### src/rtl/scfifo_unpack_stream.sv
// scfifo_unpack_stream: pops wide show-ahead FIFO words and emits them as RATIO narrow valid/ready beats, LSB slice first.
module scfifo_unpack_stream #(
  parameter int IN_WIDTH  = 64,
  parameter int RATIO     = 4,
  parameter int OUT_WIDTH = IN_WIDTH / RATIO,
  parameter int CNT_WIDTH = 32
) (
  input  logic                 clock,
  input  logic                 sclr,
  input  logic [IN_WIDTH-1:0]  fifo_q,
  input  logic                 fifo_empty,
  output logic                 fifo_rdreq,
  output logic [OUT_WIDTH-1:0] out_data,
  output logic                 out_valid,
  input  logic                 out_ready,
  output logic                 out_last,
  output logic                 busy,
  output logic [CNT_WIDTH-1:0] word_count
);
  localparam int BW = $clog2(RATIO);

  if (RATIO < 2 || RATIO > 16 || (RATIO & (RATIO - 1)) != 0) begin : g_bad_ratio
    $error("scfifo_unpack_stream: RATIO must be a power of two in 2..16");
  end
  if (IN_WIDTH % RATIO != 0 || OUT_WIDTH * RATIO != IN_WIDTH) begin : g_bad_width
    $error("scfifo_unpack_stream: IN_WIDTH must equal OUT_WIDTH*RATIO");
  end

  logic [IN_WIDTH-1:0]  word_q, word_d;
  logic [BW-1:0]        beat_q, beat_d;
  logic                 valid_q, valid_d;
  logic [CNT_WIDTH-1:0] cnt_q, cnt_d;
  logic                 xfer, load;

  assign out_valid  = valid_q;
  assign busy       = valid_q;
  assign out_data   = word_q[int'(beat_q) * OUT_WIDTH +: OUT_WIDTH];
  assign out_last   = valid_q & (beat_q == BW'(RATIO - 1));
  assign word_count = cnt_q;
  assign xfer       = out_valid & out_ready;
  // Reload in the same cycle the last beat leaves so back-to-back words have no bubble.
  assign load       = ~fifo_empty & (~valid_q | (xfer & out_last));
  assign fifo_rdreq = load & ~sclr;

  always_comb begin
    word_d  = load ? fifo_q : word_q;
    beat_d  = load ? '0 : xfer ? (out_last ? '0 : beat_q + BW'(1)) : beat_q;
    valid_d = load | (valid_q & ~(xfer & out_last));
    cnt_d   = cnt_q + CNT_WIDTH'(xfer & out_last);
  end

  always_ff @(posedge clock) begin
    if (sclr) begin
      word_q  <= '0;
      beat_q  <= '0;
      valid_q <= 1'b0;
      cnt_q   <= '0;
    end else begin
      word_q  <= word_d;
      beat_q  <= beat_d;
      valid_q <= valid_d;
      cnt_q   <= cnt_d;
    end
  end
endmodule

### config.mk
export PLATFORM = sky130hd
export DESIGN_NAME = scfifo_unpack_stream
export DESIGN_NICKNAME = d
export VERILOG_FILES = /design/src/rtl/scfifo_unpack_stream.sv
export SDC_FILE = /design/constraint.sdc
export NUM_CORES = 1
export LEC_CHECK = 0
export BUFFER_PORTS_ARGS = -buffer_cell sky130_fd_sc_hd__buf_2
export CAP_MARGIN = 10
export CORE_ASPECT_RATIO = 1.75
export CORE_MARGIN = 2
export CORE_UTILIZATION = 47
export CTS_CLUSTER_SIZE = 12
export DETAILED_ROUTE_END_ITERATION = 12
export PLACE_DENSITY = 0.76
export SLEW_MARGIN = 5
export SYNTH_ARGS = -nofsm -noshare
export SYNTH_HDL_FRONTEND = slang
export SYNTH_SLANG_ARGS = --single-unit
### constraint.sdc
create_clock -name clock -period 2.3 [get_ports clock]
set_input_delay 0.46 -clock clock [delete_from_list [all_inputs] [get_ports clock]]
set_output_delay 0.46 -clock clock [all_outputs]
set_load 0.01 [all_outputs]
==> flow_metrics.tcl, run 1 <==
set metrics [dict create \
    synthToLayoutAreaGrowth_pct 25.2 \
    hp-class "input pin to flip-flop" \
    max_stage_delay_ns 0.57 \
    powerDensity_mw_per_mm2 709 \
    grt_antenna_before_repair 0 \
    clk_pin_slew_ns 0.07 \
    post_cts_buffers 0 \
    cts-resized-gates 0 \
    first_iter_violations 162 \
    drc 0 \
    fillers 815 \
    synthArstFlopShare 0 \
    cts_tree "yes" \
    core_area_mm2 0.00898 \
    netlist_instances 494 \
    die-area_mm2 0.00994 \
    cts_made_buffers 9 \
    syn_area_per_cell_um2 8.68 \
    synth_warnings 0 \
    worst_skew_pair.late_latency_ns 0.34 \
    synth_cell_types 35 \
    crit_fanout 18 \
    h-tree-depth 3 \
    final_util 0.598 \
    slew_viol_final 0 \
    dpl_worst_slack_ns 0.0103 \
    wl_per_cell_um 14.4 \
    finalSetupViolCount 0 \
    dpl_cell_area_mm2 0.00500 \
    cp.arrival_ns 1.75 \
    synth_ff_type "dfxtp_1" \
    grt_first_pass_wirelength_um 16800 \
    die_x_um 76.2 \
    path_cells "buf_4 -> mux4_2 -> buf_2" \
    path_buf_inv 2 \
    post_route_cells_drive_above_1_share 0.289 \
    r2r_slack_ns 0.11 \
    syn-cell-area_mm2 0.00429 \
    die_h_um 130 \
    crit_path_start_kind "flip-flop" \
    crit_family "multiplexers" \
    fin_worst_skew_ns 0.00446 \
    globalplace.congestion 0.899 \
    firstDrtPassIters 4 \
    period_share 0.960 \
    hold_viol_final 0 \
    via_per_inst 5.34 \
    status "finished clean" \
    cellLeakagePower_nw 2.29 \
    grt_pass1_vias 3724 \
    syn_nets 566 \
    yosysMostFrequentCell "nand2_1" \
    nets 676 \
    cts.hold.buffers_added 0 \
    crit_type "flip-flop to output pin" \
    wl_um 10500 \
    ir_drop_mv 0.487 \
    crit_required_ns 1.84 \
    portBuffers 119 \
    slew_headroom 0.398 \
    crit_path_top_delay_cell "mux4_2" \
    cts_sinks 99 \
    root_buffer "clkbuf_16" \
    synthTopCellsByCount "137 x nand2_1, 99 x dfxtp_1, 81 x a21oi_1, 20 x nor2_1, 18 x clkbuf_1" \
    overflow 0 \
    ys_ff_latch 99 \
    max_freq_ghz 0.453 \
    rows 46 \
    ant_nets 0 \
    final.min_clock_period_ns 2.21 \
    yosysTopAreaCellShare 0.462 \
    vias 3892 \
    place_inst 712 \
    synth_edf_count 0 \
    clockBufferDepth 2 \
    fin_ws_ns 0.0927 \
    grt_start_max_net_pins 85 \
    dp_hpwl_um 7360 \
    design_area_mm2 0.00537 \
    start_util 0.478 \
    yosysTopAreaCell "dfxtp_1" \
    synthTopCellsByArea "dfxtp_1 46%, nand2_1 12%, a21oi_1 9.5%" \
    grt.total_usage 0.210 \
    p_total_mw 3.80 \
    endpoint_kind "output pin" \
    io-pin-count 120 \
    n_antenna_cell 0 \
    final_cells 729 \
    tightest_slew_ns 0.901 \
    max_cap_violations 0 \
    yosysSeqAreaShare 0.462 \
]
[per-stage QoR]
step | hold WS, ns | TNS, ns
after global routing | 0.350 | -0.0117
after CTS | 0.341 | 0
after floorplan | 0.433 | 0
after global placement | 0.439 | 0
final | 0.350 | 0
after detailed placement | 0.446 | 0
[placed cells by master (no fill, tap or decap), types with 2 or more instances in the layout]
master / Yosys / final
or3_1: 8 / 8
nor3_1: 3 / 3
and4_1: 6 / 6
nand4_4: 2 / 2
clkbuf_16: 0 / 9
a21oi_1: 81 / 81
o31ai_1: 7 / 7
nand4_1: 8 / 8
buf_12: 0 / 2
xnor2_1: 3 / 3
mux2_2: 2 / 2
and3_1: 6 / 6
buf_4: 4 / 13
and2_1: 2 / 2
clkbuf_8: 0 / 3
inv_1: 3 / 3
bufinv_16: 0 / 2
or4_1: 7 / 7
nor2_1: 20 / 19
mux4_2: 16 / 16
nor2b_1: 3 / 3
buf_2: 9 / 118
xor2_1: 9 / 9
o21ai_0: 9 / 9
ha_1: 4 / 4
dfxtp_1: 99 / 99
mux2i_1: 2 / 2
nand2_1: 137 / 137
nand3_1: 13 / 13
[worst paths after layout]
| path | startpoint | cells past startpoint | to |
|---|---|---|---|
| worst max-delay path | beat_q[0]$_SDFFE_PP0P_ | 3 | out_data[6] |
| worst min-delay path | fifo_q[35] | 3 | word_q[35]$_SDFFE_PP0P_ |
| worst max register to register | beat_q[0]$_SDFFE_PP0P_ | 8 | word_count[30]$_SDFF_PP0_ |
| worst min register to register | word_q[39]$_SDFFE_PP0P_ | 2 | word_q[39]$_SDFFE_PP0P_ |
[area by class of cell]
cell class	instances	area (um^2)	share of cell area
Clock inverter	3	68.8	0.0128
Multi-Input combinational cell	358	2160	0.402
Clock buffer	13	270	0.0503
Timing Repair Buffer	133	728	0.136
Sequential cell	99	1980	0.369
Inverter	3	11.3	0.00210
Tap cell	120	150	0.0280
[layer usage]
| metal | global-route usage | share of wire | wire, um | up-vias |
|---|---|---|---|---|
| met2 | 0.387 | 0.55 | 5760 | 125 |
| met3 | 0.0385 | 0.045 | 468 | 18 |
| li1 | - | - | - | 1931 |
| met5 | 0 | 0 | 0 | - |
| met4 | 0.107 | 0.025 | 265 | 0 |
| met1 | 0.230 | 0.38 | 4000 | 1818 |
[worst min-delay path, delay by kind of cell]
kind | cells | cell delay [ns]
compound gates | 1 | 0.05
buf+inv | 1 | 0.09
simple gates | 1 | 0.04
[sequential cells by signal, summed over array words and instances (netlist names)]
name        flops
busy            1
word_count     32
word_q         64
beat_q          2
[cell families after synthesis]
logic type / share of synthesized area
AO/OA/AOI/OAI: 0.119
XOR/XNOR: 0.0245
adder cells (fa/ha/maj): 0.0117
buffers and inverters: 0.0429
flip-flops: 0.462
multiplexers: 0.0939
AND/OR/NAND/NOR: 0.246
[power by group]
part           internal (mW)  total, mW  switching (mW)  leakage (nW)
logic                  0.145      0.325           0.180          1.31
registers               1.78       1.81          0.0318         0.808
clock network           1.04       1.67           0.623         0.166
total                   2.97       3.80           0.835          2.29
No activity file was read; power rests on OpenSTA's default activity.
==> run 2: changes to the inputs <==
--- a/config.mk
+++ b/config.mk
@@ -13,6 +13,7 @@
 export CTS_CLUSTER_SIZE = 12
 export DETAILED_ROUTE_END_ITERATION = 12
 export PLACE_DENSITY = 0.76
+export SETUP_SLACK_MARGIN = 0.4
 export SLEW_MARGIN = 5
 export SYNTH_ARGS = -nofsm -noshare
 export SYNTH_HDL_FRONTEND = slang
==> flow_metrics.tcl, run 2 (synthesis results as in run 1) <==
set metrics [dict create \
    portBuffers 119 \
    dp_hpwl_um 7500 \
    cts_made_buffers 9 \
    critPathLaunch "beat_q[0]$_SDFFE_PP0P_" \
    hp-start "fifo_q[23]" \
    max_cap_violations 0 \
    top_register "word_q" \
    tightest_slew_ns 0.599 \
    status "finished clean" \
    slew_headroom 0.600 \
    cellLeakagePower_nw 2.34 \
    crit_required_ns 1.84 \
    drc 0 \
    path_buf_inv 2 \
    post_route_cells_drive_above_1_share 0.347 \
    layout_commonest_cell "nand2_1" \
    final_cell_mix "137 x nand2_1, 118 x buf_2, 96 x dfxtp_1" \
    crit_family "multiplexers" \
    grt_pass1_vias 3894 \
    fin_worst_skew_ns 0.00483 \
    n_antenna_cell 0 \
    crit_type "flip-flop to output pin" \
    ant_nets 0 \
    root_buffer "clkbuf_16" \
    hold_path_depth 3 \
    setup_tns_ns 0 \
    final_util 0.627 \
    place_inst 708 \
    largest_reg_flops 64 \
    io-pin-count 120 \
    r2r_slack_ns 0.23 \
    cts_sinks 99 \
    cts.hold.buffers_added 0 \
    grt.total_usage 0.228 \
    globalplace.congestion 0.832 \
    crit_fanout 18 \
    vias 4078 \
    die-area_mm2 0.00994 \
    max_stage_delay_ns 0.54 \
    grt_first_pass_wirelength_um 18100 \
    clk_pin_slew_ns 0.07 \
    nets 687 \
    path_depth 3 \
    synthToLayoutAreaGrowth_pct 31.3 \
    cp.arrival_ns 1.61 \
    first_iter_violations 134 \
    period_share 0.901 \
    ir_drop_mv 0.466 \
    hold_viol_final 0 \
    die_h_um 130 \
    max_freq_ghz 0.483 \
    wl_per_cell_um 15.5 \
    firstDrtPassIters 4 \
    h-tree-depth 3 \
    finalSetupViolCount 0 \
    start_util 0.478 \
    slew_viol_final 0 \
    path_cells "buf_12 -> mux4_2 -> buf_2" \
    overflow 0 \
    grt_antenna_before_repair 0 \
    r2r-start "beat_q[0]$_SDFFE_PP0P_" \
    die_x_um 76.2 \
    final_cells 740 \
    via_per_inst 5.51 \
    hp-class "input pin to flip-flop" \
    wl_um 11500 \
    endpoint_kind "output pin" \
    final.min_clock_period_ns 2.07 \
    rsz0062_at_grt "yes" \
    crit_path_start_kind "flip-flop" \
    worst_skew_pair.late_latency_ns 0.34 \
    powerDensity_mw_per_mm2 665 \
    grt_start_max_net_pins 65 \
    reg2reg_depth 9 \
    clockBufferDepth 2 \
    cts_tree "yes" \
    core_area_mm2 0.00898 \
    rows 46 \
    crit_path_top_delay_cell "mux4_2" \
]
run 2: metal layers:
metal	track usage	wire, um	up-vias
met4	0.112	308	0
met1	0.244	4410	1960
met2	0.435	6310	128
li1	-	-	1966
met5	0	0	-
met3	0.0357	427	24
run 2: power by group:
part / internal, mW / switching (mW) / leakage [nW]
clock network: 0.951 / 0.641 / 0.156
logic: 0.153 / 0.187 / 1.37
registers: 1.78 / 0.0349 / 0.809
total: 2.88 / 0.863 / 2.34
run 2: final cells by class:
| type | count | area (um^2) |
|---|---|---|
| fill | 805 | 3350 |
| clock inverter | 7 | 91.3 |
| tap | 120 | 150 |
| timing repair buffer | 142 | 812 |
| inverter | 3 | 11.3 |
| sequential | 99 | 1990 |
| clock buffer | 9 | 225 |
| multi-input combinational | 360 | 2350 |
run 2: what timing repair did:
item	in CTS	in global routing
pin swaps	13	9
endpoints found under the setup margin	53	80
cloned	1	2
setup buffers	9	4
resized for setup	16	21
run 2: path summary, 6_finish.rpt:
kind                               end
max                       out_data[11]
min            word_q[23]$_SDFFE_PP0P_
max reg2reg  word_count[24]$_SDFF_PP0_
min reg2reg    word_q[56]$_SDFFE_PP0P_
run 2: tightest hold or removal path: stages:
cell and delay, ns:
buf_2 0.10, nand2_1 0.04, a21oi_1 0.05
run 2: metrics by stage:
step | hold slack (ns) | instance area, um^2 | setup WS, ns | power (mW)
3_5_place_dp | 0.445 | 5010 | 0.0708 | 2.17
5_1_grt | 0.350 | 5630 | 0.148 | 3.89
6_report | 0.356 | 5630 | 0.229 | 3.75
3_3_place_gp | 0.439 | 5010 | 0.138 | 2.16
2_1_floorplan | 0.433 | 4340 | 0.353 | 2.04
4_1_cts | 0.341 | 5490 | 0.212 | 3.78
==> run 3: changes to the inputs <==
--- a/config.mk
+++ b/config.mk
@@ -13,6 +13,7 @@
 export CTS_CLUSTER_SIZE = 12
 export DETAILED_ROUTE_END_ITERATION = 12
 export PLACE_DENSITY = 0.76
+export RECOVER_POWER = 100
 export SETUP_SLACK_MARGIN = 0.4
 export SLEW_MARGIN = 5
 export SYNTH_ARGS = -nofsm -noshare
==> flow_metrics.tcl, run 3 (synthesis results as in run 1) <==
set metrics [dict create \
    status "finished clean" \
    cellLeakagePower_nw 2.10 \
    slew_headroom 0.598 \
    grt_pass1_vias 3894 \
    dp_hpwl_um 7500 \
    overflow 0 \
    reg2reg_depth 9 \
    slew_viol_final 0 \
    final_cells 740 \
    post_route_cells_drive_above_1_share 0.242 \
    largest_reg_flops 64 \
    grt.total_usage 0.228 \
    globalplace.congestion 0.832 \
    portBuffers 119 \
    grt_start_max_net_pins 65 \
    clkPwrFrac 0.427 \
    rows 46 \
    place_inst 708 \
    grt_antenna_before_repair 0 \
    cp.arrival_ns 1.66 \
    crit_type "flip-flop to output pin" \
    cts_sinks 99 \
    crit_required_ns 1.84 \
    die-area_mm2 0.00994 \
    switching_share 0.232 \
    hold_viol_final 0 \
    cts.hold.buffers_added 0 \
    hp-start "fifo_q[23]" \
    timing.rr.end "word_count[24]$_SDFF_PP0_" \
    final.min_clock_period_ns 2.12 \
    tightest_slew_ns 0.603 \
    combPwrFrac 0.088 \
    top_register "word_q" \
    hp-class "input pin to flip-flop" \
    p_sw_uw 867 \
    drc 0 \
    vias 4049 \
    io-pin-count 120 \
    crit_fanout 18 \
    fin_worst_skew_ns 0.00502 \
    ir_drop_mv 0.469 \
    rsz0062_at_grt "yes" \
    max_cap_violations 0 \
    die_x_um 76.2 \
    wl_um 11500 \
    setup_tns_ns 0 \
    powerDensity_mw_per_mm2 684 \
    start_util 0.478 \
    first_iter_violations 142 \
    endpoint_kind "output pin" \
    root_buffer "clkbuf_16" \
    min_to "word_q[23]$_SDFFE_PP0P_" \
    crit_path_start_kind "flip-flop" \
    n_antenna_cell 0 \
    fillers 857 \
    final_cell_mix "137 x nand2_1, 97 x dfxtp_1, 80 x a21oi_1" \
    worst_skew_pair.late_latency_ns 0.34 \
    core_area_mm2 0.00898 \
    finalSetupViolCount 0 \
    clk_pin_slew_ns 0.07 \
    die_h_um 130 \
    wl_per_cell_um 15.5 \
    synthToLayoutAreaGrowth_pct 27.5 \
    cts_made_buffers 9 \
    firstDrtPassIters 4 \
    hold_path_depth 3 \
    grt_first_pass_wirelength_um 18100 \
    internal-power_mw 2.87 \
    ant_nets 0 \
    nets 687 \
    via_per_inst 5.47 \
    pwr-share-seq 0.485 \
    clockBufferDepth 2 \
    max_freq_ghz 0.471 \
    h-tree-depth 3 \
    r2r_slack_ns 0.20 \
    r2r-start "beat_q[0]$_SDFFE_PP0P_" \
    period_share 0.923 \
    cts_tree "yes" \
    layout_commonest_cell "nand2_1" \
]
-- run 3: routing by layer --
| metal | track usage | up-vias | share of wire |
|---|---|---|---|
| met5 | 0 | - | 0 |
| met4 | 0.112 | 0 | 0.029 |
| met3 | 0.0357 | 24 | 0.039 |
| met2 | 0.435 | 137 | 0.55 |
| met1 | 0.244 | 1926 | 0.38 |
| li1 | - | 1962 | - |
-- run 3: layout make-up --
cell class	count	area, um^2	share of cell area
Multi-Input combinational cell	360	2280	0.417
Sequential cell	99	1990	0.363
Timing Repair Buffer	142	724	0.132
Clock buffer	9	225	0.0412
Tap cell	120	150	0.0274
Clock inverter	7	91.3	0.0167
Inverter	3	11.3	0.00206
-- run 3: worst max-delay path by stage --
stage / from / endpoint / slack, ns / cells after the start
global placement: out_ready / word_q[34]$_SDFFE_PP0P_ / 0.14 / 7
global route: beat_q[0]$_SDFFE_PP0P_ / word_count[18]$_SDFF_PP0_ / 0.1 / 8
floorplan: out_ready / word_count[30]$_SDFF_PP0_ / 0.35 / 8
finish: beat_q[0]$_SDFFE_PP0P_ / out_data[11] / 0.18 / 3
detailed placement: out_ready / word_q[36]$_SDFFE_PP0P_ / 0.07 / 7
CTS: beat_q[0]$_SDFFE_PP0P_ / out_data[11] / 0.21 / 3
-- run 3: stage by stage --
stage	util	cell area [um^2]	setup WS (ns)	hold WS (ns)	total power, mW
final	0.609	5470	0.176	0.354	3.74
after global routing	0.609	5470	0.0980	0.350	3.88
after CTS	0.612	5490	0.212	0.341	3.78
after detailed placement	0.558	5010	0.0708	0.445	2.17
after global placement	0.558	5010	0.138	0.439	2.16
after floorplan	-	4340	0.353	0.433	2.04
-- run 3: what timing repair did --
| action | CTS | global route |
|---|---|---|
| pin swaps | 13 | 9 |
| resized for setup | 16 | 21 |
| setup endpoints to repair | 53 | 80 |
| buffers inserted | 9 | 4 |
| gates cloned | 1 | 2 |
-- run 3: worst max-delay path, stage by stage (launching register included) --
cell and delay [ns]:
dfxtp_4 0.35, buf_6 0.25, mux4_2 0.57, clkbuf_1 0.15
-- run 3: power groups by stage --
| stage | logic (mW) | clock network (mW) | registers (mW) |
|---|---|---|---|
| after floorplan | 0.198 | 0 | 1.84 |
| after global placement | 0.314 | 0 | 1.85 |
| after detailed placement | 0.319 | 0 | 1.85 |
| after CTS | 0.334 | 1.63 | 1.81 |
| final | 0.329 | 1.60 | 1.81 |
| after global routing | 0.367 | 1.70 | 1.82 |
